$ cat config.mk
export PLATFORM = sky130hd
export DESIGN_NAME = mmio_periph
export DESIGN_NICKNAME = d
export VERILOG_FILES = /design/src/rtl/mmio_periph.sv
export SDC_FILE = /design/constraint.sdc
export NUM_CORES = 1
export LEC_CHECK = 0
export BUFFER_PORTS_ARGS = -buffer_cell sky130_fd_sc_hd__buf_4
export CAP_MARGIN = 20
export CORE_UTILIZATION = 28
export DETAILED_ROUTE_END_ITERATION = 10
export GPL_TIMING_DRIVEN = 0
export PLACE_DENSITY = 0.43
export SYNTH_ARGS = -nofsm -noshare
export SYNTH_HDL_FRONTEND = slang
export SYNTH_SLANG_ARGS = --single-unit
$ cat constraint.sdc
create_clock -name clk -period 5.8 [get_ports clk]
set_input_delay 0.87 -clock clk [delete_from_list [all_inputs] [get_ports clk]]
set_output_delay 0.87 -clock clk [all_outputs]
set_load 0.05 [all_outputs]
$ cat src/rtl/mmio_periph.sv
// Memory-mapped I/O peripheral: synchronized switches, debounced push-buttons with
// sticky press events, an LED register and a hex / signed-decimal seven-segment display.
module mmio_periph #(
    parameter logic [31:0] BASE            = 32'hC000_0000,
    parameter int          SW_W            = 10,
    parameter int          LED_W           = 10,
    parameter int          NUM_PB          = 1,
    parameter int          PB_ACTIVE_LOW   = 1,
    parameter int          DEBOUNCE_CYCLES = 500000,
    parameter int          NUM_DISP        = 5
) (
    input  logic                  clk,
    input  logic                  nreset,
    input  logic                  we,
    input  logic [31:0]           addr,
    input  logic [31:0]           wdata,
    output logic [31:0]           rdata,
    input  logic [SW_W-1:0]       switches,
    input  logic [NUM_PB-1:0]     pb,
    output logic [LED_W-1:0]      leds,
    output logic [7*NUM_DISP-1:0] disp
);
    localparam int         CNT_W     = $clog2(DEBOUNCE_CYCLES);
    localparam logic [2:0] REG_SW    = 3'd0;
    localparam logic [2:0] REG_PB    = 3'd1;
    localparam logic [2:0] REG_LED   = 3'd2;
    localparam logic [2:0] REG_DVAL  = 3'd3;
    localparam logic [2:0] REG_DCTRL = 3'd4;
    localparam logic [2:0] REG_DSTAT = 3'd5;
    localparam logic [6:0] SEG_BLANK = 7'h7F;
    localparam logic [6:0] SEG_MINUS = 7'h3F;

    typedef enum logic [1:0] {DB_REL, DB_PRESS_WAIT, DB_PRS, DB_REL_WAIT} db_state_e;
    typedef enum logic [1:0] {CV_IDLE, CV_LOAD, CV_SHIFT, CV_COMMIT} cv_state_e;

    logic [SW_W-1:0]       sw_s1_q, sw_s2_q;
    logic [NUM_PB-1:0]     pb_s1_q, pb_s2_q, pb_pressed, pb_level, evt_q, evt_d;
    db_state_e             db_state_q [NUM_PB];
    db_state_e             db_state_d [NUM_PB];
    logic [CNT_W-1:0]      db_cnt_q [NUM_PB];
    logic [CNT_W-1:0]      db_cnt_d [NUM_PB];
    logic [LED_W-1:0]      led_q, led_d;
    logic [31:0]           dval_q, dval_d;
    logic [1:0]            dctrl_q, dctrl_d;
    cv_state_e             cv_state_q, cv_state_d;
    logic [4:0]            shift_cnt_q, shift_cnt_d;
    logic [31:0]           bin_q, bin_d;
    logic [39:0]           bcd_q, bcd_d, bcd_adj;
    logic                  neg_q, neg_d;
    logic [7*NUM_DISP-1:0] fmt_q, fmt_d, dec_fmt;
    logic [71:0]           dd_shift;
    logic [32:0]           dval_abs;
    logic [7:0]            pb_lvl8, evt8;
    logic [2:0]            reg_sel;
    logic                  hit, wr_en, busy, conv_start, conv_stop, ovf, lead;
    int                    avail;
    logic                  unused_bits;

    function automatic logic [6:0] seg7(input logic [3:0] v);
        logic [6:0] on;  // active-high gfedcba
        case (v)
            4'h0: on = 7'h3F;  4'h1: on = 7'h06;  4'h2: on = 7'h5B;  4'h3: on = 7'h4F;
            4'h4: on = 7'h66;  4'h5: on = 7'h6D;  4'h6: on = 7'h7D;  4'h7: on = 7'h07;
            4'h8: on = 7'h7F;  4'h9: on = 7'h6F;  4'hA: on = 7'h77;  4'hB: on = 7'h7C;
            4'hC: on = 7'h39;  4'hD: on = 7'h5E;  4'hE: on = 7'h79;  default: on = 7'h71;
        endcase
        return ~on;
    endfunction

    assign pb_pressed  = (PB_ACTIVE_LOW != 0) ? ~pb : pb;
    assign busy        = (cv_state_q != CV_IDLE);
    assign leds        = led_q;
    assign disp        = dctrl_q[1] ? fmt_q : '1;
    assign unused_bits = ^{addr[7:5], addr[1:0], dval_abs[32]};

    // Bus: a write lands on the clock edge where we=1 and the address hits;
    // reads are combinational and never change state.
    always_comb begin
        hit     = (addr[31:8] == BASE[31:8]);
        reg_sel = addr[4:2];
        wr_en   = we && hit;
        led_d   = led_q;
        dval_d  = dval_q;
        dctrl_d = dctrl_q;
        if (wr_en) begin
            case (reg_sel)
                REG_LED:   led_d   = wdata[LED_W-1:0];
                REG_DVAL:  dval_d  = wdata;
                REG_DCTRL: dctrl_d = wdata[1:0];
                default:   ;
            endcase
        end
        conv_start = wr_en && (reg_sel == REG_DVAL || reg_sel == REG_DCTRL) && dctrl_d[0];
        conv_stop  = wr_en && (reg_sel == REG_DVAL || reg_sel == REG_DCTRL) && !dctrl_d[0];
    end

    always_comb begin
        for (int i = 0; i < NUM_PB; i++) begin
            db_state_d[i] = db_state_q[i];
            db_cnt_d[i]   = db_cnt_q[i];
            case (db_state_q[i])
                DB_REL: if (pb_s2_q[i]) begin
                    db_state_d[i] = DB_PRESS_WAIT;
                    db_cnt_d[i]   = CNT_W'(1);
                end
                DB_PRESS_WAIT: if (!pb_s2_q[i]) begin
                    db_state_d[i] = DB_REL;
                    db_cnt_d[i]   = '0;
                end else if (db_cnt_q[i] == CNT_W'(DEBOUNCE_CYCLES - 1)) begin
                    db_state_d[i] = DB_PRS;
                    db_cnt_d[i]   = '0;
                end else begin
                    db_cnt_d[i] = db_cnt_q[i] + CNT_W'(1);
                end
                DB_PRS: if (!pb_s2_q[i]) begin
                    db_state_d[i] = DB_REL_WAIT;
                    db_cnt_d[i]   = CNT_W'(1);
                end
                default: if (pb_s2_q[i]) begin
                    db_state_d[i] = DB_PRS;
                    db_cnt_d[i]   = '0;
                end else if (db_cnt_q[i] == CNT_W'(DEBOUNCE_CYCLES - 1)) begin
                    db_state_d[i] = DB_REL;
                    db_cnt_d[i]   = '0;
                end else begin
                    db_cnt_d[i] = db_cnt_q[i] + CNT_W'(1);
                end
            endcase
            pb_level[i] = (db_state_q[i] == DB_PRS) || (db_state_q[i] == DB_REL_WAIT);
            // A press entering PRS wins over a same-cycle clear.
            evt_d[i] = ((db_state_d[i] == DB_PRS) && (db_state_q[i] != DB_PRS)) ||
                       (evt_q[i] && !(wr_en && reg_sel == REG_PB && wdata[8+i]));
        end
    end

    always_comb begin
        avail   = neg_q ? NUM_DISP - 1 : NUM_DISP;
        ovf     = (bcd_q >> (4 * avail)) != '0;
        lead    = 1'b1;
        dec_fmt = '1;
        for (int k = NUM_DISP - 1; k >= 0; k--) begin
            if (neg_q && k == NUM_DISP - 1) begin
                dec_fmt[7*k +: 7] = SEG_MINUS;
            end else begin
                if (bcd_q[4*k +: 4] != 4'd0 || k == 0) lead = 1'b0;
                dec_fmt[7*k +: 7] = lead ? SEG_BLANK : seg7(bcd_q[4*k +: 4]);
            end
            if (ovf) dec_fmt[7*k +: 7] = SEG_MINUS;
        end
    end

    always_comb begin
        cv_state_d  = cv_state_q;
        shift_cnt_d = shift_cnt_q;
        bin_d       = bin_q;
        bcd_d       = bcd_q;
        neg_d       = neg_q;
        fmt_d       = fmt_q;
        // 33-bit magnitude so that -2^31 becomes +2^31 rather than wrapping.
        dval_abs    = dval_q[31] ? 33'd0 - {dval_q[31], dval_q} : {1'b0, dval_q};
        bcd_adj     = bcd_q;
        for (int k = 0; k < 10; k++) begin
            if (bcd_q[4*k +: 4] >= 4'd5) bcd_adj[4*k +: 4] = bcd_q[4*k +: 4] + 4'd3;
        end
        dd_shift = {bcd_adj, bin_q} << 1;
        case (cv_state_q)
            CV_LOAD: begin
                neg_d       = dval_q[31];
                bin_d       = dval_abs[31:0];
                bcd_d       = '0;
                shift_cnt_d = '0;
                cv_state_d  = CV_SHIFT;
            end
            CV_SHIFT: begin
                {bcd_d, bin_d} = dd_shift;
                shift_cnt_d    = shift_cnt_q + 5'd1;
                if (shift_cnt_q == 5'd31) cv_state_d = CV_COMMIT;
            end
            CV_COMMIT: begin
                fmt_d      = dec_fmt;
                cv_state_d = CV_IDLE;
            end
            default: ;
        endcase
        if (conv_start) cv_state_d = CV_LOAD;
        else if (conv_stop) cv_state_d = CV_IDLE;
        if (!dctrl_d[0]) begin
            for (int k = 0; k < NUM_DISP; k++) fmt_d[7*k +: 7] = seg7(dval_d[4*k +: 4]);
        end else if (conv_start) begin
            fmt_d = fmt_q;
        end
    end

    always_comb begin
        pb_lvl8               = '0;
        evt8                  = '0;
        pb_lvl8[NUM_PB-1:0]   = pb_level;
        evt8[NUM_PB-1:0]      = evt_q;
        rdata                 = '0;
        if (hit) begin
            case (reg_sel)
                REG_SW:    rdata = 32'(sw_s2_q);
                REG_PB:    rdata = {16'd0, evt8, pb_lvl8};
                REG_LED:   rdata = 32'(led_q);
                REG_DVAL:  rdata = dval_q;
                REG_DCTRL: rdata = {30'd0, dctrl_q};
                REG_DSTAT: rdata = {31'd0, busy};
                default:   rdata = '0;
            endcase
        end
    end

    always_ff @(posedge clk or negedge nreset) begin
        if (!nreset) begin
            sw_s1_q     <= '0;
            sw_s2_q     <= '0;
            pb_s1_q     <= '0;
            pb_s2_q     <= '0;
            evt_q       <= '0;
            for (int i = 0; i < NUM_PB; i++) begin
                db_state_q[i] <= DB_REL;
                db_cnt_q[i]   <= '0;
            end
            led_q       <= '0;
            dval_q      <= '0;
            dctrl_q     <= '0;
            cv_state_q  <= CV_IDLE;
            shift_cnt_q <= '0;
            bin_q       <= '0;
            bcd_q       <= '0;
            neg_q       <= 1'b0;
            fmt_q       <= '1;
        end else begin
            sw_s1_q     <= switches;
            sw_s2_q     <= sw_s1_q;
            pb_s1_q     <= pb_pressed;
            pb_s2_q     <= pb_s1_q;
            evt_q       <= evt_d;
            for (int i = 0; i < NUM_PB; i++) begin
                db_state_q[i] <= db_state_d[i];
                db_cnt_q[i]   <= db_cnt_d[i];
            end
            led_q       <= led_d;
            dval_q      <= dval_d;
            dctrl_q     <= dctrl_d;
            cv_state_q  <= cv_state_d;
            shift_cnt_q <= shift_cnt_d;
            bin_q       <= bin_d;
            bcd_q       <= bcd_d;
            neg_q       <= neg_d;
            fmt_q       <= fmt_d;
        end
    end
endmodule

==> After elaboration in Yosys (flattened, before gate mapping) <==
Memory sizes are Yosys's and may differ from the RTL's.
Cells that the tools add are included.
{ "classes": {"addsub": 13, "magnitude_cmp": 10, "eq_ne": 21, "shift": 1, "mux": 64, "n_bitwise": 11, "reduce_logical": 29} }
{ "ops": {"columns": ["cell", "n"], "rows": [
  ["$pmux W32 S6", 1],
  ["$mux W35", 4],
  ["$mux W7", 16],
  ["$mux W19", 5],
  ["$pmux W40 S2", 1],
  ["$not A7 Y7", 10],
  ["$mux W32", 2],
  ["$pmux W32 S2", 1],
  ["$pmux W19 S3", 1],
  ["$ge A4 B3 Y1 const B", 10],
  ["$mux W20", 2],
  ["$reduce_bool A40 Y1", 1],
  ["$shr A40 B5 Y40", 1],
  ["$add A4 B2 Y4 const B", 9],
  ["$mux W4", 9],
  ["$sub A1 B32 Y32 const A", 1],
  ["$eq A24 B24 Y1 const B", 1],
  ["$add A19 B1 Y19 const B", 1],
  ["$eq A19 B19 Y1 const B", 1],
  ["$mux W2", 9],
  ["$reduce_bool A4 Y1", 4],
  ["$pmux W2 S3", 2],
  ["$reduce_and A2 Y1", 6],
  ["$eq A2 B2 Y1 const B", 5],
  ["21 further kinds", 46]
]} }
{ "word_totals": {"ff_bits": 203, "romBits": 1120, "in_bits": 78, "out_inout_bits": 77, "n_memories": 10} }
{ "memory_table": {"columns": ["memory", "depth", "word_bits", "read_ports", "rd_clocked_by_memory_dff", "wr", "line", "rtl"], "rows": [
  ["(name not given)", 16, 7, 1, 0, 0, "61", "case (v)"],
  ["(name not given)", 16, 7, 1, 0, 0, "61", null],
  ["(name not given)", 16, 7, 1, 0, 0, "61", null],
  ["(name not given)", 16, 7, 1, 0, 0, "61", null],
  ["(name not given)", 16, 7, 1, 0, 0, "61", null],
  ["(name not given)", 16, 7, 1, 0, 0, "61", null],
  ["4 more memories", null, null, null, null, null, null, null]
]} }

==> Depth between registers and ports, before layout <==
Gate-level depths: netlist (run 1).
{ "logic_depth": {"depth_word": 12, "depth_mapped": 15, "mapped_depth_nobuf": 11} }

==> Least setup slack after synthesis (run 1) <==
OpenSTA, ideal clock, no wires.
{ "synth_path": {"kind": "in2out", "startpoint": "input addr[20]", "endpoint": "output rdata[8]", "t_arrival_ps": 3230, "required_time_ps": 4930, "slack_ps": 1700, "path_stages": 6, "path_buffers": 2, "cell_sequence": "nor4_2 > nand4_1 > clkbuf_1 > or3_1 > clkbuf_1 > a211oi_1"} }
{ "synth_between": {"elab_chain_cells": 2} }
{ "synth_lines": {"columns": ["item", "line", "rtl"], "rows": [
  ["from (decl)", "15", "input logic [31:0] addr,"],
  ["$eq A24 B24 Y1", "79", "hit = (addr[31:8] == BASE[31:8]);"],
  ["$mux W32", "200", "if (hit) begin"],
  ["to (decl)", "17", "output logic [31:0] rdata,"]
]} }
Every way passes these cells.

==> Worst setup path in the final report (run 1) <==
{ "layout_path": {"startpoint": "input addr[20]", "endpoint": "register fmt_q[1]"} }
{ "layout_between": {"elab_chain_cells": 7, "word_cells_on_any_way": 13, "cone_classes": "3 x eq/ne; 4 x mux; 1 x bitwise; 4 x reduce/logical; 1 x memory"} }
{ "layout_lines": {"columns": ["item", "line", "rtl"], "rows": [
  ["$eq A24 B24 Y1 (*)", "79", null],
  ["$logic_and A1 B1 Y1 (*)", "81", "wr_en = we && hit;"],
  ["$mux W20", "85", "if (wr_en) begin"],
  ["$mem_v2 Z16 W7", null, null],
  ["$mux W7", "187", "if (!dctrl_d[0]) begin"],
  ["$not A7 Y7", "67", "return ~on;"],
  ["$mux W35", "187", null],
  ["to (signal assigned)", "251", "fmt_q <= fmt_d;"],
  ["to (decl)", "50", "logic [7*NUM_DISP-1:0] fmt_q, fmt_d, dec_fmt;"]
]} }
Every way passes the cells marked *; elsewhere a longest branch is shown, timed or not. The select of a mux whose other input is x is not followed.
A chain may end at the register's enable or synchronous reset.

==> results of run 1 <==
path summary, 6_finish.rpt:
check / endpoint / cells after the start / slack, ps / from
worst max-delay path: fmt_q[1] / 12 / 1540 / addr[20]
worst min-delay path: bin_q[25] / 1 / 230 / nreset
worst max register to register: bin_q[21] / 8 / 2790 / dval_q[3]
worst min register to register: sw_s2_q[5] / 0 / 340 / sw_s1_q[5]
max in group asynchronous: fmt_q[1] / 3 / 4390 / nreset
min in group clk: sw_s2_q[5] / 0 / 340 / sw_s1_q[5]
stage by stage:
stage	total power, mW	cells	util
2_1_floorplan	1.93	1616	-
3_3_place_gp	2.27	2425	0.324
3_5_place_dp	2.27	2427	0.325
4_1_cts	4.22	2479	0.346
5_1_grt	4.35	2479	0.346
6_report	4.17	2480	0.346
per-layer routing:
| layer | share of wire | GRT usage |
|---|---|---|
| met2 | 0.46 | 0.327 |
| met5 | 0 | 0 |
| met1 | 0.46 | 0.275 |
| met3 | 0.048 | 0.0304 |
| met4 | 0.027 | 0.0551 |
layout by cell type, fill, tap and decap left out, drive strengths merged, types with 50 or more instances in the layout:
cell    netlist  routed
a21oi       104     104
buf          37     184
clkbuf       76     111
dfrtp       168     168
ha           78      78
inv         109     109
nand2       120     120
nand2b       66      66
nor2         97      97
o21ai       133     133
o22ai        50      50
cells by family (layout without fill, tap and decap cells):
family          Yosys count  count (layout)  synth area share
xor+xnor                 42              42            0.0264
simple gates            505             505             0.192
compound gates          492             492             0.222
flops                   203             203             0.368
buf+inv                 222             421            0.0628
mux                      74              74            0.0582
fa+ha+maj                78              78            0.0701
other cells               0               1                 0
state kept, by name (all words and copies together) (netlist names), 5 cells and up:
signal / flops
shift_cnt_q: 5
db_cnt_q: 19
sw_s2_q: 10
bcd_q: 40
sw_s1_q: 10
fmt_q: 35
dval_q: 32
leds: 10
bin_q: 32
layout make-up:
cell class	count	area, sq um	share of cell area
clock buffer	35	787	0.0465
sequential	203	5120	0.303
timing repair buffer	147	1150	0.0680
clock inverter	17	243	0.0143
buffer	113	465	0.0275
inverter	109	409	0.0242
tap	664	831	0.0491
antenna	1	2.50	0.000148
multi-input combinational	1191	7920	0.468
where the power goes:
group / switching (mW) / internal [mW] / total (mW)
combinational: 0.535 / 0.206 / 0.740
clock: 0.734 / 1.19 / 1.92
sequential: 0.0332 / 1.47 / 1.51
total: 1.30 / 2.87 / 4.17
==> impl_metrics.json, run 1 <==
{
  "status": "completed",
  "setup_slack_ps": 1540,
  "start_util": 0.284,
  "drive_gt1_frac": 0.176,
  "worstPathArrival_ps": 4760,
  "critPathSlowestCell": "nor2_1",
  "grt_max_degree": 80,
  "drc": 0,
  "slew-limit-headroom": 0.288,
  "worstHoldPathType": "in -> async",
  "cts_max_path_buffers": 3,
  "timing.final.crit_share": 0.735,
  "gp_congestion": 0.900,
  "critical-path-max-stage-delay_ps": 580,
  "cts_sinks": 203,
  "syn-instance-count": 1616,
  "cp_common_cell": "buf_2",
  "power_density_mw_per_mm2": 246,
  "vias": 13000,
  "synth_nets": 1772,
  "async_reset_ff_frac": 1.00,
  "p_leak_nw": 7.22,
  "clkSlewWorstSetupHoldPaths_ps": 60,
  "netlist_top_cells_area": "dfrtp_1 30%, ha_1 7.0%, dfstp_2 6.6%",
  "cts_made_buffers": 28,
  "viasPerCell": 5.23,
  "htree_num_levels": 1,
  "cts_root_buf": "clkbuf_16",
  "area_growth_pct": 21.7,
  "max_freq_mhz": 235,
  "antenna_found_initial": 0,
  "cts_tree": "done",
  "nets": 1949,
  "cts_resized": 0,
  "core_sq_mm": 0.0490,
  "critical_path_class": "in -> reg",
  "fp.dieW_um": 225,
  "final_cell_area_sq_mm": 0.0169,
  "synth_warnings": 0,
  "rows": 81,
  "final_hold_viol_count": 0,
  "grt_pass1_wl_um": 78000,
  "peakVddDrop_uv": 211,
  "nFillCells": 5146,
  "critPathMaxFanout": 10,
  "path_cells": "buf_4, nor4_2, nand4_1, nor2_1, buf_2, buf_2, buf_2, nor2_1, a21oi_1, ha_1, a2111oi_0, o2bb2ai_1",
  "synth_area_sq_mm": 0.0139,
  "ys.flop_type": "dfrtp_1",
  "synth.distinct_cells": 76,
  "synth_top_area_share": 0.302,
  "fin_hold_ws_ps": 229,
  "tightest_slew_ps": 1050,
  "slew_violations": 0,
  "grt-ovfl-total": 0,
  "die-height_um": 225,
  "drt_pass1_iterations": 7,
  "yosysMostFrequentCell": "dfrtp_1",
  "drt_iter0_markers": 868,
  "port_buffers": 145,
  "finClkSkew_ps": 32.8,
  "synth_edf_count": 0,
  "place_ws_ps": 901,
  "ys_ff_latch": 203,
  "fin_setup_tns_ps": 0,
  "cts-hold-fix-buffers": 0,
  "synthTopCellsByCount": "168 x dfrtp_1, 130 x o21ai_0, 119 x nand2_1, 107 x inv_1, 104 x a21oi_1",
  "die_area_sq_mm": 0.0506,
  "worst_ep_required_time_ps": 6300,
  "avgSynthCellArea_sq_um": 8.61,
  "io_pins": 155,
  "yosysTopAreaCell": "dfrtp_1",
  "grt_pass1_vias": 12900,
  "worstSetupStartpointType": "primary input",
  "fin_crit_ps": 4260,
  "place_hpwl_um": 38700,
  "placed_area_sq_mm": 0.0159,
  "yosysSeqAreaShare": 0.368,
  "end_kind": "flip-flop",
  "rsz0062_at_grt": "false",
  "path_delay_family": "simple AND/OR/NAND/NOR gates",
  "cts_setup_buffers": 0,
  "routed_wl_um": 50800,
  "track_usage": 0.201,
  "path_buf_inv": 4,
  "setup_viol": 0,
  "insertion_delay_ps": 590,
  "wl_per_cell_um": 20.5,
  "drv_cap": 0,
  "antenna_left": 0
}
Power figures use the tool's default switching activity.
==> run 2: changes to the inputs <==
==> constraint.sdc (replaced) <==
create_clock -name clk -period 4.4 [get_ports clk]
set_input_delay 0.66 -clock clk [delete_from_list [all_inputs] [get_ports clk]]
set_output_delay 0.66 -clock clk [all_outputs]
set_load 0.05 [all_outputs]
==> impl_metrics.json, run 2 (same netlist as run 1, synthesis figures left out) <==
{
  "power.switching_mw": 1.72,
  "wl_per_cell_um": 20.5,
  "cts_setup_buffers": 0,
  "path_buf_inv": 4,
  "grt-ovfl-total": 0,
  "gp_congestion": 0.900,
  "vias": 13000,
  "antenna_found_initial": 0,
  "insertion_delay_ps": 590,
  "final_cell_area_sq_mm": 0.0169,
  "tightest_slew_ps": 1060,
  "clkSlewWorstSetupHoldPaths_ps": 60,
  "drive_gt1_frac": 0.176,
  "place_hpwl_um": 38700,
  "status": "completed",
  "io_pins": 155,
  "top_register": "bcd_q",
  "share_comb_of_total_power": 0.178,
  "worstHoldPathType": "in -> async",
  "nets": 1949,
  "die-height_um": 225,
  "slew_violations": 0,
  "critical-path-max-stage-delay_ps": 500,
  "worst_ep_required_time_ps": 4900,
  "die_area_sq_mm": 0.0506,
  "viasPerCell": 5.23,
  "drt_iter0_markers": 874,
  "cts_sinks": 203,
  "nFillCells": 5147,
  "routed_wl_um": 50800,
  "grt_pass1_wl_um": 78000,
  "rsz0062_at_grt": "false",
  "track_usage": 0.201,
  "cts_max_path_buffers": 3,
  "final_cell_mix": "168 x dfrtp_1, 147 x buf_4, 130 x o21ai_0",
  "fin_crit_ps": 3880,
  "worstSetupStartpointType": "primary input",
  "power_density_mw_per_mm2": 324,
  "port_buffers": 145,
  "largest_reg_flops": 40,
  "cts_made_buffers": 28,
  "antenna_left": 0,
  "core_sq_mm": 0.0490,
  "cp_common_cell": "buf_2",
  "critPathSlowestCell": "a2111oi_0",
  "critical_path_class": "in -> reg",
  "path_delay_family": "simple AND/OR/NAND/NOR gates",
  "fp.dieW_um": 225,
  "rows": 81,
  "start_util": 0.284,
  "cts_tree": "done",
  "placed_area_sq_mm": 0.0159,
  "drc": 0,
  "timing.final.crit_share": 0.881,
  "finish.utilization": 0.346,
  "p_leak_nw": 7.22,
  "grt_pass1_vias": 12900,
  "critPathMaxFanout": 10,
  "power.internal_mw": 3.78,
  "setup_viol": 0,
  "p_total_mw": 5.49,
  "path_cells": "buf_4, nor4_2, nand4_1, nor2_2, buf_2, buf_2, buf_2, nor2_1, a21oi_1, ha_1, a2111oi_0, o2bb2ai_1",
  "cts_root_buf": "clkbuf_16",
  "switching_share": 0.313,
  "final_common_cell": "dfrtp_1",
  "final_hold_viol_count": 0,
  "drt_pass1_iterations": 5,
  "top_regs": "bcd_q: 40 flops, fmt_q: 35 flops",
  "max_freq_mhz": 258,
  "drv_cap": 0,
  "finClkSkew_ps": 32.6,
  "peakVddDrop_uv": 278,
  "end_kind": "flip-flop",
  "area_growth_pct": 21.7,
  "worstPathArrival_ps": 4380,
  "p_clk_frac": 0.460,
  "setup_slack_ps": 522,
  "seqPwrFrac": 0.362,
  "htree_num_levels": 1,
  "grt_max_degree": 80,
  "place_ws_ps": -289,
  "slew-limit-headroom": 0.286
}
==> run 2: cell counts in the layout (fill, tap and decap cells not counted) <==
No cell type changed its count.
==> run 2: stage by stage <==
stage	setup TNS [ps]	instances	hold WS, ps
after global placement	-637	2425	332
after detailed placement	-612	2427	335
after CTS	0	2479	21.2
final	0	2480	19.2
after global routing	0	2479	55.9
after floorplan	0	1616	331
==> run 2: worst paths after layout <==
kind                              from          to  slack [ps]  cells after the start
setup / recovery              addr[20]    fmt_q[1]         520                     12
hold reg to reg             sw_s1_q[5]  sw_s2_q[5]         340                      0
hold / removal                  nreset   bin_q[25]          20                      1
min in group clk           switches[1]  sw_s1_q[1]         180                      1
setup reg to reg             dval_q[3]   bin_q[21]        1410                      8
max in group asynchronous       nreset    fmt_q[1]        3200                      3
==> run 2: power groups by stage <==
stage               logic (mW)  registers (mW)  clock network [mW]
finish                   0.979            1.99                2.53
global route              1.07            2.00                2.67
CTS                      0.981            1.99                2.59
detailed placement       0.979            2.02                   0
global placement         0.969            2.02                   0
floorplan                0.531            2.01                   0
==> run 2: layout make-up <==
cell class	instances	area (sq um)	share of cell area
multi-input combinational	1191	7930	0.468
sequential	203	5120	0.303
timing repair buffer	147	1150	0.0680
tap	664	831	0.0491
clock buffer	35	787	0.0465
buffer	113	465	0.0275
inverter	109	409	0.0242
clock inverter	17	243	0.0143
antenna	1	2.50	0.000148
==> run 2: layer usage <==
layer | part of all wire | track usage
met4 | 0.026 | 0.0551
met1 | 0.47 | 0.275
met2 | 0.46 | 0.327
met5 | 0 | 0
met3 | 0.043 | 0.0304
==> run 2: timing repair <==
item                                    CTS  global route
endpoints found under the setup margin    0             1
gates resized for setup                   0             1
hold buffers                              0             0
==> run 3: changes to the inputs <==
--- a/config.mk
+++ b/config.mk
@@ -7,10 +7,11 @@
 export LEC_CHECK = 0
 export BUFFER_PORTS_ARGS = -buffer_cell sky130_fd_sc_hd__buf_4
 export CAP_MARGIN = 20
-export CORE_UTILIZATION = 28
+export CORE_MARGIN = 1.5
+export CORE_UTILIZATION = 55
 export DETAILED_ROUTE_END_ITERATION = 10
 export GPL_TIMING_DRIVEN = 0
-export PLACE_DENSITY = 0.43
+export PLACE_DENSITY = 0.75
 export SYNTH_ARGS = -nofsm -noshare
 export SYNTH_HDL_FRONTEND = slang
 export SYNTH_SLANG_ARGS = --single-unit
==> impl_metrics.json, run 3 (same netlist as run 1, synthesis figures left out) <==
{
  "fp.dieW_um": 162,
  "drc": 0,
  "grt-ovfl-total": 0,
  "io_pins": 155,
  "gp_congestion": 0.974,
  "die-height_um": 162,
  "finClkSkew_ps": 31.1,
  "htree_num_levels": 1,
  "cts_setup_buffers": 0,
  "antenna_left": 0,
  "r2r-start": "dval_q[3]",
  "grt_pass1_vias": 12700,
  "switching_share": 0.297,
  "worstPathArrival_ps": 4380,
  "max_freq_mhz": 252,
  "worst_ep_required_time_ps": 4820,
  "top_register": "bcd_q",
  "drv_cap": 0,
  "track_usage": 0.330,
  "slew_violations": 0,
  "tightest_slew_ps": 975,
  "drt_pass1_iterations": 6,
  "worstHoldPathType": "in -> reg",
  "vias": 13400,
  "share_comb_of_total_power": 0.180,
  "top_regs": "bcd_q: 40 flops, fmt_q: 35 flops",
  "final_common_cell": "dfrtp_1",
  "status": "completed",
  "drt_iter0_markers": 1545,
  "power.internal_mw": 3.59,
  "end_kind": "flip-flop",
  "grt_pass1_wl_um": 68700,
  "fin_setup_tns_ps": 0,
  "p_leak_nw": 7.12,
  "worstSetupStartpointType": "primary input",
  "cts_resized": 0,
  "critPathMaxFanout": 10,
  "seqPwrFrac": 0.390,
  "p_total_mw": 5.10,
  "cts_sinks": 203,
  "power_density_mw_per_mm2": 313,
  "power.switching_mw": 1.51,
  "viasPerCell": 6.27,
  "antenna_found_initial": 0,
  "nFillCells": 2184,
  "cts-hold-fix-buffers": 0,
  "drive_gt1_frac": 0.169,
  "critical_path_class": "in -> reg",
  "multi_input_area_sq_mm": 0.00792,
  "start_util": 0.556,
  "cts_max_path_buffers": 3,
  "place_hpwl_um": 32100,
  "regArea_sq_mm": 0.00512,
  "grt_max_degree": 119,
  "peakVddDrop_uv": 390,
  "fin_crit_ps": 3960,
  "wl_per_cell_um": 20.3,
  "area_growth_pct": 17.2,
  "cts_made_buffers": 23,
  "diodes": 0,
  "rows": 58,
  "port_buffers": 145,
  "die_area_sq_mm": 0.0263,
  "wl_met1_um": 18400,
  "startpoint": "addr[21]",
  "timing.final.crit_share": 0.901,
  "cts_root_buf": "clkbuf_16",
  "final_cell_mix": "168 x dfrtp_1, 147 x buf_4, 130 x o21ai_0",
  "rsz0062_at_grt": "false",
  "final_hold_viol_count": 0,
  "routed-wl-met2_um": 19700,
  "routed_wl_um": 43400,
  "nets": 1943,
  "top_layer": "met4",
  "met3_length_um": 3470,
  "min_from": "switches[8]",
  "cts_tree": "done",
  "slew-limit-headroom": 0.350,
  "largest_reg_flops": 40,
  "core_sq_mm": 0.0250,
  "insertion_delay_ps": 540,
  "clkSlewWorstSetupHoldPaths_ps": 60,
  "p_clk_frac": 0.430,
  "setup_viol": 0
}
[run 3: area by class of cell]
cell class,instances,area share
well taps,330,0.0253
clock buffers,30,0.0394
multi-input cells,1191,0.486
clock inverters,11,0.0129
repair buffers,146,0.0689
flip-flops and latches,203,0.314
inverters,109,0.0251
plain buffers,113,0.0285
[run 3: stage by stage]
stage / std cells / hold slack (ps) / setup WS [ps] / util / area [sq um]
after floorplan: 1616 / 331 / 720 / - / 13900
after global placement: 2091 / 331 / 30.9 / 0.616 / 15400
after detailed placement: 2092 / 335 / 33.8 / 0.617 / 15500
after CTS: 2133 / 217 / 544 / 0.651 / 16300
after global routing: 2133 / 215 / 179 / 0.651 / 16300
final: 2133 / 229 / 435 / 0.651 / 16300
[run 3: per-layer routing]
layer,vias to the layer above,GRT usage
met5,-,0
met4,0,0.124
met3,112,0.0465
met2,601,0.528
met1,6509,0.455
li1,6153,-
[run 3: power groups by stage]
stage	Sequential, mW	Combinational [mW]	Clock, mW
floorplan	2.01	0.531	0
global placement	2.02	0.882	0
detailed placement	2.02	0.897	0
CTS	1.99	0.904	2.21
global route	1.99	1.01	2.29
finish	1.99	0.920	2.19
[run 3: critical path: stages]
cell and delay, ps:
buf_4 110, nor4_2 310, nand4_1 310, nor2_1 530, buf_2 380, buf_2 330, buf_2 370, nor2_1 80
a21oi_1 350, inv_1 160, ha_1 250, inv_1 70, a21oi_1 50, a211oi_1 270, o32ai_1 150
[run 3: worst paths after layout]
kind	endpoint	slack [ps]	cells past startpoint
min reg2reg	sw_s2_q[3]	350	0
min in group asynchronous	bin_q[26]	240	1
max in group asynchronous	fmt_q[15]	3210	2
min	sw_s1_q[8]	230	1
max reg2reg	bin_q[21]	1460	8
max	fmt_q[3]	440	15
